### src/rtl/addsub_selftest_driver_if.sv
// Bus between the self-test driver and the combinational add/sub under test.
// The master end drives operands and mode; the slave end returns the result.
interface addsub_selftest_driver_if #(
   parameter int WIDTH = 4
);
   logic [WIDTH-1:0] dut_a;
   logic [WIDTH-1:0] dut_b;
   logic             dut_c;
   logic [WIDTH-1:0] dut_s;

   modport master (output dut_a, output dut_b, output dut_c, input dut_s);
   modport slave  (input dut_a, input dut_b, input dut_c, output dut_s);
endinterface

### src/rtl/addsub_selftest_driver.sv
// Exhaustive stimulus sweep over {c, a, b} for a combinational add/sub, with a
// built-in golden model, mismatch counter and first-failure capture.
module addsub_selftest_driver #(
   parameter int WIDTH         = 4,
   parameter int SETTLE_CYCLES = 2
) (
   input  logic                  clk,
   input  logic                  rst_n,
   input  logic                  start,
   addsub_selftest_driver_if.master bus,
   output logic                  busy,
   output logic                  done,
   output logic                  pass,
   output logic [2*WIDTH+1:0]    fail_count,
   output logic                  first_fail_valid,
   output logic [2*WIDTH:0]      first_fail_vec,
   output logic [WIDTH-1:0]      first_fail_s
);

   localparam int VW = 2*WIDTH + 1;
   localparam int FW = 2*WIDTH + 2;
   localparam int CW = (SETTLE_CYCLES > 1) ? $clog2(SETTLE_CYCLES) : 1;
   localparam logic [CW-1:0]    SETTLE_RELOAD = CW'(SETTLE_CYCLES - 1);
   localparam logic [VW-1:0]    LAST_VEC      = '1;
   localparam logic [WIDTH-1:0] ONE_W         = WIDTH'(1);

   typedef enum logic [1:0] {
      S_IDLE,
      S_SETTLE,
      S_CHECK,
      S_DONE
   } state_t;

   state_t           r_state;
   state_t           w_state_nxt;
   logic [VW-1:0]    r_vec;
   logic [CW-1:0]    r_settle;
   logic [FW-1:0]    r_fail_count;
   logic             r_ff_valid;
   logic [VW-1:0]    r_ff_vec;
   logic [WIDTH-1:0] r_ff_s;

   logic             w_load;
   logic             w_check;
   logic             w_last;
   logic             w_mismatch;
   logic             w_c;
   logic [WIDTH-1:0] w_a;
   logic [WIDTH-1:0] w_b;
   logic [WIDTH-1:0] w_expected;

   assign w_c = r_vec[VW-1];
   assign w_a = r_vec[2*WIDTH-1:WIDTH];
   assign w_b = r_vec[WIDTH-1:0];

   // Golden model: subtract is a + ~b + 1; carry-out falls off the top.
   assign w_expected = w_c ? (w_a + ~w_b + ONE_W) : (w_a + w_b);
   assign w_last     = (r_vec == LAST_VEC);
   assign w_mismatch = (bus.dut_s != w_expected);

   always_ff @(posedge clk or negedge rst_n) begin
      if (!rst_n) begin
         r_state <= S_IDLE;
      end else begin
         r_state <= w_state_nxt;
      end
   end

   always_comb begin
      w_state_nxt = r_state;
      w_load      = 1'b0;
      w_check     = 1'b0;
      case (r_state)
         S_IDLE, S_DONE: begin
            if (start) begin
               w_load      = 1'b1;
               w_state_nxt = S_SETTLE;
            end
         end
         S_SETTLE: begin
            if (r_settle == '0) begin
               w_state_nxt = S_CHECK;
            end
         end
         S_CHECK: begin
            w_check     = 1'b1;
            w_state_nxt = w_last ? S_DONE : S_SETTLE;
         end
         default: w_state_nxt = S_IDLE;
      endcase
   end

   always_ff @(posedge clk or negedge rst_n) begin
      if (!rst_n) begin
         r_vec        <= '0;
         r_settle     <= '0;
         r_fail_count <= '0;
         r_ff_valid   <= 1'b0;
         r_ff_vec     <= '0;
         r_ff_s       <= '0;
      end else if (w_load) begin
         r_vec        <= '0;
         r_settle     <= SETTLE_RELOAD;
         r_fail_count <= '0;
         r_ff_valid   <= 1'b0;
         r_ff_vec     <= '0;
         r_ff_s       <= '0;
      end else if (w_check) begin
         if (w_mismatch) begin
            r_fail_count <= r_fail_count + FW'(1);
            if (!r_ff_valid) begin
               r_ff_valid <= 1'b1;
               r_ff_vec   <= r_vec;
               r_ff_s     <= bus.dut_s;
            end
         end
         if (!w_last) begin
            r_vec    <= r_vec + VW'(1);
            r_settle <= SETTLE_RELOAD;
         end
      end else if (r_state == S_SETTLE && r_settle != '0) begin
         r_settle <= r_settle - CW'(1);
      end
   end

   assign bus.dut_a = w_a;
   assign bus.dut_b = w_b;
   assign bus.dut_c = w_c;

   assign busy             = (r_state == S_SETTLE) || (r_state == S_CHECK);
   assign done             = (r_state == S_DONE);
   assign pass             = done && (r_fail_count == '0);
   assign fail_count       = r_fail_count;
   assign first_fail_valid = r_ff_valid;
   assign first_fail_vec   = r_ff_vec;
   assign first_fail_s     = r_ff_s;

endmodule

### src/flat_wrapper.sv
// flat-port wrapper written by rule: the top's interface ports become plain ports
module addsub_selftest_driver_flat 
#(
   parameter int WIDTH         = 4,
   parameter int SETTLE_CYCLES = 2
)
  (clk, rst_n, start, busy, done, pass, fail_count, first_fail_valid, first_fail_vec, first_fail_s, bus_dut_a, bus_dut_b, bus_dut_c, bus_dut_s);
  addsub_selftest_driver_if #(.WIDTH(WIDTH)) bus_i ();
  input  logic clk;
  input  logic rst_n;
  input  logic start;
  output logic busy;
  output logic done;
  output logic pass;
  output logic [2*WIDTH+1:0] fail_count;
  output logic first_fail_valid;
  output logic [2*WIDTH:0] first_fail_vec;
  output logic [WIDTH-1:0] first_fail_s;
  output wire logic [$bits(bus_i.dut_a)-1:0] bus_dut_a;
  output wire logic [$bits(bus_i.dut_b)-1:0] bus_dut_b;
  output wire logic [$bits(bus_i.dut_c)-1:0] bus_dut_c;
  input wire logic [$bits(bus_i.dut_s)-1:0] bus_dut_s;
  assign bus_dut_a = bus_i.dut_a;
  assign bus_dut_b = bus_i.dut_b;
  assign bus_dut_c = bus_i.dut_c;
  assign bus_i.dut_s = bus_dut_s;
  addsub_selftest_driver #(.WIDTH(WIDTH), .SETTLE_CYCLES(SETTLE_CYCLES)) u_core (.clk(clk), .rst_n(rst_n), .start(start), .bus(bus_i), .busy(busy), .done(done), .pass(pass), .fail_count(fail_count), .first_fail_valid(first_fail_valid), .first_fail_vec(first_fail_vec), .first_fail_s(first_fail_s));
endmodule
### config.mk
export PLATFORM = sky130hd
export DESIGN_NAME = addsub_selftest_driver_flat
export DESIGN_NICKNAME = d
export VERILOG_FILES = /design/src/rtl/addsub_selftest_driver_if.sv /design/src/rtl/addsub_selftest_driver.sv /design/src/flat_wrapper.sv
export SDC_FILE = /design/constraint.sdc
export NUM_CORES = 1
export LEC_CHECK = 0
export ABC_AREA = 1
export BUFFER_PORTS_ARGS = -buffer_cell sky130_fd_sc_hd__buf_4
export CAP_MARGIN = 10
export CORE_MARGIN = 5
export CORE_UTILIZATION = 35
export DETAILED_ROUTE_END_ITERATION = 8
export GPL_ROUTABILITY_DRIVEN = 0
export GPL_TIMING_DRIVEN = 0
export PLACE_DENSITY_LB_ADDON = 0.1
export RECOVER_POWER = 100
export SLEW_MARGIN = 20
export SYNTH_ARGS = -nofsm -noshare
export SYNTH_HDL_FRONTEND = slang
export SYNTH_SLANG_ARGS = --single-unit
### constraint.sdc
create_clock -name clk -period 2.8 [get_ports clk]
set_input_delay 0.14 -clock clk [delete_from_list [all_inputs] [get_ports clk]]
set_output_delay 0.14 -clock clk [all_outputs]
set_load 0.01 [all_outputs]
==> summary.md, run 1 <==
| Metric | Value |
|---|---|
| Area grow syn2layout | 15.9% |
| Clock skew | 6.85 ps |
| CTS Hold Buffers Added | 1 |
| Synthesized area | 0.00224 sq mm |
| Vias in the first global route | 1859 |
| Outcome | complete, but fails checks |
| Distinct cells, synth | 26 |
| Deepest clock path buffer count | 2 |
| CP Capture Type | flop |
| FF+latch area | 901 sq um |
| Crit path DAT | 2570 ps |
| Failing checks | capacitance limit, slew limit |
| Fmax | 427 MHz |
| Root Buffer Master | clkbuf_8 |
| Syn_nets | 327 |
| Crit path launch type | flop |
| Num CTS Buffers | 5 |
| Remaining DRCs | 0 |
| Final-report hold violation count | 0 |
| Post-DP HPWL | 4.13 mm |
| Fill cells | 688 |
| Core box area | 0.00628 sq mm |
| Reg-to-reg slack, setup | 460 ps |
| Via density | 4.64 |
| Pwr dens | 828 mW/mm^2 |
| Measured slew at the worst slew-check pin | 2000 ps |
| Seq/Total Area, Yosys | 40.2% |
| Crit path max-delay family | simple AND/OR/NAND/NOR gates |
| Worst-Skew Late Latency | 290 ps |
| Crit path depth | 14 |
| Layout cell share with drive strength beyond 1 | 5.62% |
| CP max stage cell | fa_1 |
| Final period util | 83.6% |
| WP data required | 3020 ps |
| Clock Sinks | 36 |
| FP Rows | 29 |
| Most frequent cell on the critical path | nand2_1 |
| Max-slew headroom | -33.3% |
| Worst reg2reg path depth | 14 |
| Max cap viols | 1 |
| Max incr delay on CP | 480 ps |
| Largest net degree at the start of global routing | 37 |
| Fin util | 41.3% |
| Max FO, Critical Path | 10 |
| Buf/Inv on CP | 3 |
| Overflow after GRT | 0 |
| Initial Util | 35.7% |
| Worst hold stages | 5 |
| Worst-path clk slew | 70 ps |
| CP cell instances | inv_1 -> ha_1 -> fa_1 -> inv_1 -> nand2_1 -> o21ai_0 -> nand2_1 -> nand3_1 -> nor2_1 -> nand2_4 -> nand2_2 -> clkbuf_2 -> nand2_1 -> nand2_1 |
| Io pins | 43 |
| Die area | 0.00809 sq mm |
| Detailed Routing Iterations Pass 1 | 4 |
| Unrepaired setup endpoints after global routing | no |
| Routed wire per std cell | 12.8 um |
| Antenna-violating nets left | 0 |
| Syn Inst Count | 305 |
| Post-layout minimum cycle time | 2340 ps |
| CTS tree | built |
| WL final | 5.55 mm |
| Antenna violations before repair | 0 |
| Total Neg Setup Slack | 0 ps |
| H-tree Lvls | 2 |
| Post-CTS setup repair buffer count | 0 |
| Peak supply drop | 0.000404 V |
| Max Slew Vio Count | 37 |
| Multi-input logic area | 0.00112 sq mm |
| GRT Util Overall | 14.0% |
| Setup violators final | 0 |
| I/O Buffers | 42 |
| Setup CP Type | flop to flop |
| Die height | 90.0 um |
| Min-delay worst type | input port to flop |
| Yosys warns | 0 |
| Final nets | 377 |
| Placed insts | 424 |
| First-pass GRT wire length | 9.32 mm |
| Final antenna diode count | 0 |
| Post-CTS Resized | 0 |
| Static Leakage | 0.00135 uW |
| Non-Filler Instances | 433 |
| Syn Area/Cell | 7.34 sq um |
| Die X | 90.0 um |
| Yosys reg bits | 36 |
| Initial drt markers | 92 |
| Vias | 2011 |
## final timing paths
path | startpoint | endpoint
max reg2reg | u_core.r_vec[4]$_DFFE_PN0P_ | u_core.fail_count[4]$_DFFE_PN0P_
min reg2reg | u_core.first_fail_s[1]$_DFFE_PN0P_ | u_core.first_fail_s[1]$_DFFE_PN0P_
min in group asynchronous | rst_n | u_core.r_vec[0]$_DFFE_PN0P_
max | u_core.r_vec[4]$_DFFE_PN0P_ | u_core.fail_count[4]$_DFFE_PN0P_
max in group asynchronous | rst_n | u_core.first_fail_vec[8]$_DFFE_PN0P_
min | bus_dut_s[1] | u_core.first_fail_s[1]$_DFFE_PN0P_
## flip-flops by register name (all words and copies together), names as in the netlist
signal / cells
u_core.r_state: 2
u_core.first_fail_vec: 9
u_core.fail_count: 10
u_core.r_vec: 9
u_core.r_settle: 1
u_core.first_fail_valid: 1
u_core.first_fail_s: 4
## metrics by stage
stage	total power (uW)	area [sq um]	setup WS [ps]	hold slack, ps
3_5_place_dp	1920	2650	569	140
5_1_grt	2360	2590	174	245
6_report	2150	2590	458	226
4_1_cts	2310	2750	553	223
3_3_place_gp	1910	2650	580	145
2_1_floorplan	1500	2240	738	-156
## worst reg2reg max path: stages (launching register included)
cell	delay, ps
dfrtp_1	390
inv_1	100
ha_1	210
fa_1	480
inv_1	40
nand2_1	60
o21ai_0	90
nand2_1	70
nand3_1	70
nor2_1	200
nand2_4	120
nand2_2	90
clkbuf_2	220
nand2_1	80
nand2_1	60
## placed cells by master, fill, tap and decap left out, types with 6 or more instances in the layout
cell type and count:
a21oi_1 8, clkbuf_1 42, clkbuf_8 6, dfrtp_1 36, ha_1 13, inv_1 32, nand2_1 88, nand3_1 38
nor2_1 47, o21ai_0 12
## synthesized netlist by cell type, drive strengths merged
master | n | area share [%]
nor4 | 1 | 0.28
nand2 | 90 | 16
clkinv | 1 | 0.17
nor3 | 3 | 0.67
nor3b | 1 | 0.34
o21ai | 13 | 2.9
xor2 | 5 | 2.0
nand4 | 1 | 0.28
a21oi | 8 | 1.8
nor2 | 47 | 8.0
xnor2 | 1 | 0.39
o211ai | 1 | 0.34
nand3 | 38 | 8.5
inv | 34 | 5.7
dfrtp | 36 | 40
fa | 2 | 1.8
ha | 13 | 7.3
clkbuf | 3 | 0.50
buf | 6 | 2.7
o31ai | 1 | 0.34
## routing by layer
layer  global-route usage, %  vias to the layer above  part of all wire, %
met4                    3.72                        0                  1.1
met2                    20.5                       35                   43
met3                    4.34                        6                  4.9
met1                    19.9                      908                   51
met5                       0                        -                    0
li1                        -                     1062                    -
## area by class of cell
| class | instances | area share [%] |
|---|---|---|
| buffer | 9 | 2.51 |
| clock buffer | 8 | 3.47 |
| inverter | 35 | 5.06 |
| multi-input combinational | 225 | 43.3 |
| sequential | 36 | 34.7 |
| tap | 77 | 3.71 |
| timing repair buffer | 43 | 7.18 |
## cell families (layout without fill, tap and decap cells)
kind of cell	after synthesis	count (layout)	synth area share [%]
DFF	36	36	40.2
AOI/OAI and AO/OA	23	23	5.37
adders and majority gates	15	15	9.06
and+or+nand+nor	181	181	33.9
buffers and inverters	44	95	9.06
xor gates and xnor gates	6	6	2.35
## report_power, final
group          total [uW]  switching, uW  internal (uW)
Combinational         959            628            331
Clock                 383            182            201
Sequential            807            153            654
Total                2150            963           1190
Note: power is estimated with default switching activity, not from simulation.
==> inputs of run 2 (changes only) <==
==> constraint.sdc (replaced) <==
create_clock -name clk -period 2 [get_ports clk]
set_input_delay 0.1 -clock clk [delete_from_list [all_inputs] [get_ports clk]]
set_output_delay 0.1 -clock clk [all_outputs]
set_load 0.01 [all_outputs]
==> run 2 against run 1 <==
  * The flow finishes with violations (setup timing)
  * Power grew 55%
  * Critical endpoint is now u_core.first_fail_s[3]$_DFFE_PN0P_
  * Utilization grew 4.5 points
  * Maximum frequency up 8.0%
==> summary.md, run 2 (synthesis results as in run 1) <==
| Metric | Value |
|---|---|
| Design Power | 3340 uW |
| Setup CP Type | flop to flop |
| Remaining DRCs | 0 |
| Area grow syn2layout | 28.6% |
| CP cell instances | ha_2 -> inv_1 -> fa_1 -> o211ai_1 -> nand3_2 -> nor2_4 -> nand2_4 -> clkbuf_16 -> nand3_1 -> nand2_1 |
| CTS tree | built |
| Max cap viols | 0 |
| I/O Buffers | 42 |
| Antenna violations before repair | 0 |
| Sequential power share | 33.9% |
| Detailed Routing Iterations Pass 1 | 4 |
| Final-report hold violation count | 0 |
| Overflow after GRT | 0 |
| Setup ws final | -167 ps |
| Max incr delay on CP | 450 ps |
| Core box area | 0.00628 sq mm |
| Peak supply drop | 0.000557 V |
| Outcome | complete, but fails checks |
| Met3 Resource Use GR | 4.01% |
| Gr busiest metal | met1 |
| Antenna-violating nets left | 0 |
| Num CTS Buffers | 5 |
| P_sw | 1480 uW |
| Static Leakage | 0.00147 uW |
| First-pass GRT wire length | 9.77 mm |
| Fill cells | 664 |
| Max reg flops | 10 |
| Worst-Skew Late Latency | 280 ps |
| Power Internal | 1860 uW |
| FP Rows | 29 |
| GRT met1 Usage | 21.2% |
| Final antenna diode count | 0 |
| Worst-path clk slew | 70 ps |
| WHS | 210 ps |
| CP Capture Type | flop |
| CP max stage cell | dfrtp_2 |
| Final nets | 390 |
| Max-slew headroom | 38.1% |
| WL final | 5.81 mm |
| Placement Cell Area | 0.00267 sq mm |
| Clock skew | 13.2 ps |
| Deepest clock path buffer count | 2 |
| Total Neg Setup Slack | -3300 ps |
| FF+latch area | 903 sq um |
| Min-delay worst type | input port to flop |
| Vias in the first global route | 1950 |
| Combinational power share | 52.0% |
| H-tree Lvls | 2 |
| Initial drt markers | 121 |
| Setup violators final | 24 |
| Max Slew Vio Count | 0 |
| Grt met2 use | 21.0% |
| Die area | 0.00809 sq mm |
| Die height | 90.0 um |
| Multi-input logic area | 0.00125 sq mm |
| Max FO, Critical Path | 8 |
| Final period util | 108% |
| Unrepaired setup endpoints after global routing | yes |
| Routed wire per std cell | 13.1 um |
| Crit path launch type | flop |
| WP data required | 2170 ps |
| Sw frac | 44.3% |
| Measured slew at the worst slew-check pin | 929 ps |
| Layout cell share with drive strength beyond 1 | 20.2% |
| Fin area | 0.00288 sq mm |
| Pwr dens | 1160 mW/mm^2 |
| Crit path max-delay family | adder cells |
| GRT Util Overall | 14.4% |
| Post-DP HPWL | 4.12 mm |
| Clock Sinks | 36 |
| Vias | 2094 |
| Initial Util | 35.7% |
| Crit path DAT | 2340 ps |
| Io pins | 43 |
| Buf/Inv on CP | 2 |
| Failing checks | setup timing |
| Via density | 4.72 |
| Commonest non-fill, non-tap cells in the layout | nand2_1 (78), nor2_1 (42), dfrtp_1 (34) |
| Post-layout minimum cycle time | 2170 ps |
| Fmax | 461 MHz |
| Clock group share of total power | 14.0% |
| Largest net degree at the start of global routing | 37 |
| Die X | 90.0 um |
| Root Buffer Master | clkbuf_8 |
| Most common cell after layout, fill and taps aside | nand2_1 |
-- run 2: cell types whose count changed in the layout (fill, tap and decap cells not counted), sizes merged --
cell    previous run  this run
buf               10        33
clkbuf            49        37
-- run 2: cell type report --
cell class / count / share of cell area, %
multi-input combinational: 225 / 43.5
sequential: 36 / 31.4
timing repair buffer: 56 / 12.1
inverter: 35 / 4.61
tap: 77 / 3.35
buffer: 9 / 2.61
clock buffer: 6 / 2.52
-- run 2: worst paths after layout --
path / startpoint / end / slack, ps / cells after the start
worst max-delay path: u_core.r_vec[0]$_DFFE_PN0P_ / u_core.first_fail_s[3]$_DFFE_PN0P_ / -170 / 10
worst min-delay path: bus_dut_s[2] / u_core.first_fail_s[2]$_DFFE_PN0P_ / 210 / 5
worst max register to register: u_core.r_vec[0]$_DFFE_PN0P_ / u_core.first_fail_s[3]$_DFFE_PN0P_ / -170 / 10
worst min register to register: u_core.first_fail_s[3]$_DFFE_PN0P_ / u_core.first_fail_s[3]$_DFFE_PN0P_ / 470 / 2
max in group asynchronous: rst_n / u_core.r_vec[0]$_DFFE_PN0P_ / 880 / 2
min in group asynchronous: rst_n / u_core.first_fail_vec[6]$_DFFE_PN0P_ / 500 / 2
-- run 2: layer usage --
metal / share of wire, % / wire length, um
met1: 51 / 2960
met2: 43 / 2490
met3: 5.2 / 301
met4: 1.0 / 58
met5: 0 / 0
-- run 2: repair_timing --
| action | CTS | global route |
|---|---|---|
| hold buffers | 1 | 0 |
| cloned | 1 | 2 |
| setup buffers | 4 | 6 |
| pin swaps | 2 | 12 |
| hold endpoints to repair | 36 | 0 |
| gates resized for setup | 8 | 30 |
| endpoints found under the setup margin | 29 | 29 |
-- run 2: stage by stage --
step	setup WS (ps)	std cells	util (%)
finish	-167	444	45.9
global route	-273	444	45.9
CTS	-137	436	44.6
detailed placement	-207	424	42.5
global placement	-203	424	42.5
floorplan	-20.2	305	-
-- run 2: power by group through the flow --
| stage | sequential, uW | clock (uW) | combinational (uW) |
|---|---|---|---|
| 2_1_floorplan | 1180 | 0 | 933 |
| 3_3_place_gp | 1150 | 0 | 1540 |
| 3_5_place_dp | 1150 | 0 | 1550 |
| 4_1_cts | 1140 | 489 | 1630 |
| 5_1_grt | 1170 | 524 | 1970 |
| 6_report | 1130 | 468 | 1740 |
-- run 2: tightest hold or removal path: stages --
cell and delay [ps]:
buf_4 110, inv_1 60, nor2_1 40, nand3_1 80, nand2_1 50
==> inputs of run 3 (changes only) <==
--- a/config.mk
+++ b/config.mk
@@ -12,7 +12,7 @@
 export CORE_UTILIZATION = 35
 export DETAILED_ROUTE_END_ITERATION = 8
 export GPL_ROUTABILITY_DRIVEN = 0
-export GPL_TIMING_DRIVEN = 0
+export GPL_TIMING_DRIVEN = 1
 export PLACE_DENSITY_LB_ADDON = 0.1
 export RECOVER_POWER = 100
 export SLEW_MARGIN = 20
==> run 3 against run 2 <==
  * The flow still finishes with violations (setup timing)
  * Worst setup slack better by 76 ps
  * Critical path depth up 3
  * Power decreased by 3.2%
  * Non-clock buffer count up 8
  * Global-route usage rose by 0.41 points
  * Utilization increased by 0.18 points
  * Maximum frequency grew 3.7%
  * Count of clock-buffer cells in the layout grew 1
  * Critical endpoint is now u_core.fail_count[6]$_DFFE_PN0P_
  * Sequential power is essentially flat
  * Via count decreased by 1.2%
  * Highest routed layer unchanged
  * Die area unchanged
==> summary.md, run 3 (synthesis results as in run 1) <==
| Metric | Value |
|---|---|
| Outcome | complete, but fails checks |
| Failing checks | setup timing |
| Max cap viols | 0 |
| Unrepaired setup endpoints after global routing | yes |
| Setup ws final | -91.1 ps |
| Worst-path clk slew | 70 ps |
| I/O Buffers | 42 |
| Max incr delay on CP | 470 ps |
| Final antenna diode count | 0 |
| Root Buffer Master | clkbuf_8 |
| Max-slew headroom | 38.5% |
| GRT Util Overall | 14.8% |
| FF-to-FF Start | u_core.r_vec[4]$_DFFE_PN0P_ |
| Routed wire per std cell | 12.9 um |
| Worst hold stages | 5 |
| Overflow after GRT | 0 |
| Measured slew at the worst slew-check pin | 922 ps |
| Crit path DAT | 2270 ps |
| RR Endpoint | u_core.fail_count[6]$_DFFE_PN0P_ |
| Max FO, Critical Path | 14 |
| Vias | 2068 |
| Crit path max-delay family | adder cells |
| Max Slew Vio Count | 0 |
| H-tree Lvls | 2 |
| Initial drt markers | 85 |
| Remaining DRCs | 0 |
| Io pins | 43 |
| Largest net degree at the start of global routing | 37 |
| Crit path launch type | flop |
| Most common cell after layout, fill and taps aside | nand2_1 |
| WL final | 5.84 mm |
| FP Rows | 29 |
| Final period util | 105% |
| Peak supply drop | 0.000652 V |
| Design Power | 3230 uW |
| Worst hold start | bus_dut_s[1] |
| Worst reg2reg path depth | 13 |
| Die height | 90.0 um |
| CTS tree | built |
| Setup CP Type | flop to flop |
| Static Leakage | 0.00150 uW |
| Clock skew | 7.79 ps |
| Setup violators final | 26 |
| Die area | 0.00809 sq mm |
| Endpoint, Worst Hold | u_core.first_fail_s[1]$_DFFE_PN0P_ |
| Antenna violations before repair | 0 |
| Post-layout minimum cycle time | 2090 ps |
| Clock Sinks | 36 |
| Most frequent cell on the critical path | nand2_1 |
| Post-DP HPWL | 4.29 mm |
| First-pass GRT wire length | 9.89 mm |
| Initial Util | 35.7% |
| Commonest non-fill, non-tap cells in the layout | nand2_1 (86), nor2_1 (41), buf_4 (37) |
| Antenna-violating nets left | 0 |
| Via density | 4.57 |
| Min-delay worst type | input port to flop |
| Area grow syn2layout | 29.1% |
| Final-report hold violation count | 0 |
| Layout cell share with drive strength beyond 1 | 19.1% |
| CP max stage cell | fa_1 |
| Core box area | 0.00628 sq mm |
| Detailed Routing Iterations Pass 1 | 4 |
| Fin util | 46.0% |
| CP cell instances | inv_2 -> ha_4 -> fa_1 -> inv_1 -> nand2_1 -> o21ai_1 -> nand2_1 -> nand3_1 -> nor2_2 -> nand2_4 -> buf_12 -> nand3_1 -> nand2_1 |
| Worst-Skew Late Latency | 290 ps |
| Deepest clock path buffer count | 2 |
| WP data required | 2180 ps |
| Fmax | 478 MHz |
| Max reg flops | 10 |
| Setup WS pre-CTS | -91.5 ps |
| CP Capture Type | flop |
| Vias in the first global route | 2123 |
| Final nets | 398 |
| Num CTS Buffers | 5 |
| Reg-to-reg slack, setup | -90 ps |
| Pwr dens | 1120 mW/mm^2 |
| Die X | 90.0 um |
| Buf/Inv on CP | 3 |
==> run 3: cell count changes in the layout (fill, tap and decap cells not counted), moves of 2 or more <==
cell,delta
clkbuf_1,+2
nand2_1,+8
clkbuf_8,+2
nand2_2,-8
buf_6,-6
buf_4,+12
nor2_2,+2
==> run 3: stage by stage <==
stage	cell area, sq um	instances	hold WS, ps	TNS [ps]
global placement	2820	443	95.1	-1320
detailed placement	2820	443	99.2	-1840
CTS	2930	451	179	-1500
global route	2890	453	216	-5550
finish	2890	453	185	-1690
floorplan	2250	305	-196	-398
==> run 3: timing repair <==
item,4_1_cts,5_1_grt
pin swaps,3,4
setup buffers,0,2
hold buffers,1,0
setup endpoints to repair,26,31
gates cloned,0,0
resized for setup,3,19
hold endpoints to repair,36,0
==> run 3: how the worst max path moves through the flow <==
stage | startpoint | end | slack [ps] | depth (start not counted)
floorplan | u_core.r_vec[4]$_DFFE_PN0P_ | u_core.fail_count[8]$_DFFE_PN0P_ | -20 | 13
global placement | u_core.r_vec[1]$_DFFE_PN0P_ | u_core.first_fail_valid$_DFFE_PN0P_ | -70 | 15
detailed placement | u_core.r_vec[0]$_DFFE_PN0P_ | u_core.fail_count[1]$_DFFE_PN0P_ | -90 | 10
CTS | u_core.r_vec[0]$_DFFE_PN0P_ | u_core.fail_count[6]$_DFFE_PN0P_ | -80 | 10
global route | u_core.r_vec[4]$_DFFE_PN0P_ | u_core.fail_count[1]$_DFFE_PN0P_ | -250 | 13
finish | u_core.r_vec[4]$_DFFE_PN0P_ | u_core.fail_count[6]$_DFFE_PN0P_ | -90 | 13
==> run 3: area by class of cell <==
cell class / instances / area [sq um]
fillers: 669 / 3390
clock buffers: 7 / 96.3
inverters: 35 / 131
flip-flops and latches: 36 / 902
repair buffers: 73 / 440
multi-input cells: 225 / 1220
well taps: 77 / 96.3
==> run 3: worst register-to-register path, cell delays in order, from the launching register on <==
cell	delay, ps
dfrtp_1	400
inv_2	70
ha_4	160
fa_1	470
inv_1	40
nand2_1	70
o21ai_1	70
nand2_1	70
nand3_1	80
nor2_2	140
nand2_4	120
buf_12	170
nand3_1	60
nand2_1	70
==> run 3: where the power goes <==
part | internal [uW] | switching, uW | leakage [uW] | total [uW]
clock | 307 | 263 | 0.0000503 | 570
sequential | 917 | 197 | 0.000484 | 1110
combinational | 589 | 957 | 0.000962 | 1550
total | 1810 | 1420 | 0.00150 | 3230
==> run 3: routing by layer <==
layer	vias to the layer above	share of wire [%]	GRT usage [%]
met3	6	4.3	4.42
met2	31	44	22.7
met4	0	1.1	4.22
met5	-	0	0
met1	932	51	20.3
li1	1099	-	-
